<file path="src/rtl/nebula_credit_rx_buffer.sv">
// Receiver end of the Nebula credit link: DEPTH-entry flit FIFO with one credit pulse per dequeue.
// Optional NEBULA_CREDIT_RX_OVF_CHECK_EN adds a sticky overflow_err flag and a simulation $error.
module nebula_credit_rx_buffer #(
    parameter int DEPTH      = 8,
    parameter int FLIT_WIDTH = 64,
    parameter int CNT_WIDTH  = $clog2(DEPTH + 1)
) (
    input  logic                  clk,
    input  logic                  rst_n,
    input  logic                  in_valid,
    input  logic [FLIT_WIDTH-1:0] in_data,
    output logic                  out_valid,
    output logic [FLIT_WIDTH-1:0] out_data,
    input  logic                  out_ready,
    output logic                  credit_return,
    output logic [CNT_WIDTH-1:0]  occupancy,
    output logic                  overflow_err
);

    localparam int PTR_W = $clog2(DEPTH);

    logic [FLIT_WIDTH-1:0] mem_q [DEPTH];
    logic [FLIT_WIDTH-1:0] mem_d [DEPTH];
    logic [PTR_W-1:0]      wr_ptr_q, wr_ptr_d;
    logic [PTR_W-1:0]      rd_ptr_q, rd_ptr_d;
    logic [CNT_WIDTH-1:0]  occ_q, occ_d;
    logic                  credit_q, credit_d;
    logic                  full, push, pop;

    // A full buffer drops the flit even if a pop frees a slot this cycle.
    assign full      = (occ_q == CNT_WIDTH'(DEPTH));
    assign push      = in_valid && !full;
    assign out_valid = (occ_q != '0);
    assign pop       = out_valid && out_ready;

    assign out_data      = mem_q[rd_ptr_q];
    assign occupancy     = occ_q;
    assign credit_return = credit_q;

    always_comb begin
        mem_d    = mem_q;
        wr_ptr_d = wr_ptr_q;
        rd_ptr_d = rd_ptr_q;
        occ_d    = occ_q;
        credit_d = pop;

        if (push) begin
            mem_d[wr_ptr_q] = in_data;
            wr_ptr_d = (wr_ptr_q == PTR_W'(DEPTH - 1)) ? '0 : wr_ptr_q + PTR_W'(1);
        end
        if (pop) begin
            rd_ptr_d = (rd_ptr_q == PTR_W'(DEPTH - 1)) ? '0 : rd_ptr_q + PTR_W'(1);
        end

        case ({push, pop})
            2'b10:   occ_d = occ_q + CNT_WIDTH'(1);
            2'b01:   occ_d = occ_q - CNT_WIDTH'(1);
            default: occ_d = occ_q;
        endcase
    end

    always_ff @(posedge clk) begin
        if (!rst_n) begin
            wr_ptr_q <= '0;
            rd_ptr_q <= '0;
            occ_q    <= '0;
            credit_q <= 1'b0;
        end else begin
            wr_ptr_q <= wr_ptr_d;
            rd_ptr_q <= rd_ptr_d;
            occ_q    <= occ_d;
            credit_q <= credit_d;
        end
    end

    // Payload storage needs no reset; out_valid gates its use.
    always_ff @(posedge clk) begin
        mem_q <= mem_d;
    end

`ifdef NEBULA_CREDIT_RX_OVF_CHECK_EN
    logic ovf_q, ovf_d;

    assign ovf_d        = ovf_q | (in_valid && full);
    assign overflow_err = ovf_q;

    always_ff @(posedge clk) begin
        if (!rst_n) ovf_q <= 1'b0;
        else        ovf_q <= ovf_d;
    end

`ifndef SYNTHESIS
    always_ff @(posedge clk) begin
        if (rst_n && in_valid && full)
            $error("nebula_credit_rx_buffer: push while full at %0t, occupancy=%0d", $time, occ_q);
    end
`endif
`else
    assign overflow_err = 1'b0;
`endif

endmodule

</file>
<file path="config.mk">
export PLATFORM = sky130hd
export DESIGN_NAME = nebula_credit_rx_buffer
export DESIGN_NICKNAME = d
export VERILOG_FILES = /design/src/rtl/nebula_credit_rx_buffer.sv
export SDC_FILE = /design/constraint.sdc
export NUM_CORES = 1
export LEC_CHECK = 0
export CAP_MARGIN = 20
export CORE_ASPECT_RATIO = 0.7
export CORE_MARGIN = 2
export CORE_UTILIZATION = 33
export CTS_BUF_LIST = sky130_fd_sc_hd__clkbuf_16
export CTS_CLUSTER_SIZE = 20
export DETAILED_ROUTE_END_ITERATION = 6
export HOLD_SLACK_MARGIN = 0.06
export PLACE_DENSITY = 0.61
export SETUP_SLACK_MARGIN = 0.3
export SLEW_MARGIN = 20
export SYNTH_ARGS = -nofsm -noshare
export SYNTH_HDL_FRONTEND = slang
export SYNTH_SLANG_ARGS = --single-unit
</file>
<file path="constraint.sdc">
create_clock -name clk -period 17 [get_ports clk]
set_clock_uncertainty 0.15 [all_clocks]
set_input_delay 1.7 -clock clk [delete_from_list [all_inputs] [get_ports clk]]
set_output_delay 1.7 -clock clk [all_outputs]
set_load 0.02 [all_outputs]
</file>
==> results.json <==
{
  "status": "complete, no violations",
  "async_flop_share_pct": 0,
  "ys_ff_latch": 523,
  "crit_path_end": "out_data[33]",
  "cp_top_family": "buffers and inverters",
  "slew_headroom_pct": 36.6,
  "r2r-start": "occupancy[0]",
  "overflow": 0,
  "grtUsageTotal_pct": 12.9,
  "antenna_found_initial": 7,
  "layout_commonest_cell": "edfxtp_1",
  "powerDensity_mw_per_mm2": 139,
  "die_h_um": 209,
  "cp_num_buf_inv": 2,
  "finalMaxSlewViolations": 0,
  "crit_path_cell_trace": "buf_4 > mux4_2 > mux2_2 > clkdlybuf4s50_1",
  "initialDrtViolationCount": 740,
  "post-dp-hpwl_um": 21600,
  "grt_pass1_wl_um": 59600,
  "die_width_um": 297,
  "place_ws_ns": 11.73,
  "rsz0062_at_grt": "false",
  "initial_core_util_pct": 33.3,
  "rr_endpoint": "mem_q[222]",
  "netlist_instances": 818,
  "postCtsHoldBufs": 0,
  "grt_pass1_vias": 9406,
  "cts-resized-gates": 0,
  "final_area_mm2": 0.0239,
  "fmax_ghz": 0.178,
  "yosys_warnings": 0,
  "cp.depth": 4,
  "power_leakage_nw": 7.36,
  "pwr-share-seq_pct": 45.6,
  "wl_per_cell_um": 21.7,
  "route.detailed.drc": 0,
  "hp-class": "reg -> reg",
  "fp-row-count": 75,
  "slowest_stage": "dfxtp_4",
  "grt_max_degree": 63,
  "reg2reg_depth": 5,
  "setup_ws_ns": 11.38,
  "postCtsSetupBuffers": 0,
  "p_int_mw": 2.48,
  "synth_ff_type": "edfxtp_1",
  "gp_congestion": 0.661,
  "yosys-top-cells-area": "edfxtp_1 77%, mux4_2 15%, mux2_2 3.6%",
  "worstMarginPinSlew_ns": 0.951,
  "power_frac_comb_pct": 21.9,
  "core_mm2": 0.0598,
  "critical_path_class": "reg -> out",
  "cts_root_buf": "clkbuf_16",
  "cp.arrival_ns": 3.77,
  "ys_types": 33,
  "dr.pass1.iters": 4,
  "placed_area_mm2": 0.0222,
  "yosys.area.top_type": "edfxtp_1",
  "drive_gt1_share_pct": 29.2,
  "synth_top_area_share_pct": 77.3,
  "synth_edf_count": 512,
  "power_mw": 3.33,
  "clkPwrFrac_pct": 32.5,
  "finalHoldViolCount": 0,
  "clkSlewWorstSetupHoldPaths_ns": 0.06,
  "vias": 8719,
  "die_area_mm2": 0.0622,
  "crit_fanout": 43,
  "syn_area_per_cell_um2": 24.3,
  "io_buffers": 137,
  "power.switching_mw": 0.850,
  "wl_um": 40000,
  "fin_crit_ns": 5.62,
  "maxCapViolations": 0,
  "synth_seq_area_share_pct": 78.5,
  "clock_sinks": 523,
  "routed_via_density": 4.72,
  "startpoint_type": "flip-flop",
  "cp-end-kind": "output port",
  "clockBufferDepth": 3,
  "clkLatencyLatePin_ns": 0.58,
  "num_io_pins": 139,
  "period_share_pct": 33.1,
  "worst-endpoint-required_ns": 15.15,
  "synth_area_mm2": 0.0199,
  "final_cell_mix": "512 x edfxtp_1, 137 x clkdlybuf4s50_1, 128 x mux4_2, 64 x mux2_2, 53 x clkbuf_16",
  "setup_viol": 0,
  "nets": 1067,
  "cts_buffers": 52,
  "area_growth_pct": 20.1,
  "syn-num-nets": 894,
  "startpoint": "rd_ptr_q[0]",
  "tritoncts": "built",
  "tns_ns": 0,
  "htreeDepth": 2,
  "ir_worst_vdd_mv": 0.0767,
  "swShare_pct": 25.5,
  "ant_nets": 0,
  "regToRegSetupSlack_ns": 14.03,
  "critPathMaxStageDelay_ns": 0.83
}
[sequential cells by signal (all words and copies together) (netlist names)]
signal         flops
credit_return      1
mem_q            512
occupancy          4
rd_ptr_q           3
wr_ptr_q           3
[Yosys cell counts (3+ instances only)]
master	instances
a21boi_1	4
and2_1	3
buf_1	4
buf_2	5
buf_6	11
clkbuf_1	18
dfxtp_1	11
edfxtp_1	512
ha_1	7
inv_1	6
mux2_2	64
mux2i_1	4
mux4_2	128
nand2_1	10
nor2_1	5
nor3_1	4
[metrics by stage]
stage / hold WS (ns) / cells / util (%)
final: 0.340 / 1846 / 39.9
after global routing: 0.381 / 1842 / 39.9
after CTS: 0.343 / 1842 / 39.9
after detailed placement: 0.335 / 1745 / 37.2
after global placement: 0.327 / 1745 / 37.2
after floorplan: 0.355 / 818 / -
[routing by layer]
| layer | track usage, % | wire [µm] | part of all wire [%] | vias to the layer above |
|---|---|---|---|---|
| met5 | 0 | 28 | 0.070 | - |
| met4 | 3.26 | 673 | 1.7 | 6 |
| met3 | 3.81 | 2650 | 6.6 | 63 |
| met2 | 20.7 | 19100 | 48 | 192 |
| met1 | 17.3 | 17500 | 44 | 4623 |
| li1 | - | - | - | 3835 |
[worst min-delay path: stages (launching register included)]
cell and delay [ns]:
dfxtp_1 0.33, nand2_1 0.06, mux2i_1 0.06
[kinds of logic after synthesis]
family | Yosys count | share of synthesized area, %
AOI/OAI and AO/OA | 9 | 0.403
xor gates and xnor gates | 2 | 0.0881
adders and majority gates | 8 | 0.541
buffers and inverters | 45 | 1.32
DFF | 523 | 78.5
muxes | 196 | 18.3
other | 1 | 0.0189
and+or+nand+nor | 34 | 0.850
[worst min-delay path by stage]
stage | startpoint | end | slack [ns] | depth (start not counted)
after floorplan | wr_ptr_q[0] | wr_ptr_q[0] | 0.36 | 2
after detailed placement | occupancy[3] | occupancy[3] | 0.33 | 2
after global routing | occupancy[3] | occupancy[3] | 0.38 | 2
final | occupancy[3] | occupancy[3] | 0.34 | 2
after CTS | occupancy[3] | occupancy[3] | 0.34 | 2
after global placement | occupancy[3] | occupancy[3] | 0.33 | 2
[layout make-up]
| type | count | area, µm² |
|---|---|---|
| fillers | 5264 | 35900 |
| clock inverters | 44 | 295 |
| inverters | 6 | 22.5 |
| well taps | 808 | 1010 |
| flip-flops and latches | 523 | 15600 |
| diodes | 4 | 10.0 |
| clock buffers | 53 | 1330 |
| repair buffers | 158 | 1530 |
| multi-input cells | 250 | 4070 |
[power groups by stage]
stage          combinational, mW  clock [mW]  sequential (mW)
6_report                   0.729        1.08             1.52
2_1_floorplan              0.515           0             1.53
5_1_grt                    0.781        1.17             1.53
3_3_place_gp               0.740           0             1.55
4_1_cts                    0.749        1.12             1.52
3_5_place_dp               0.745           0             1.55
(Power assumes the default switching activity.)
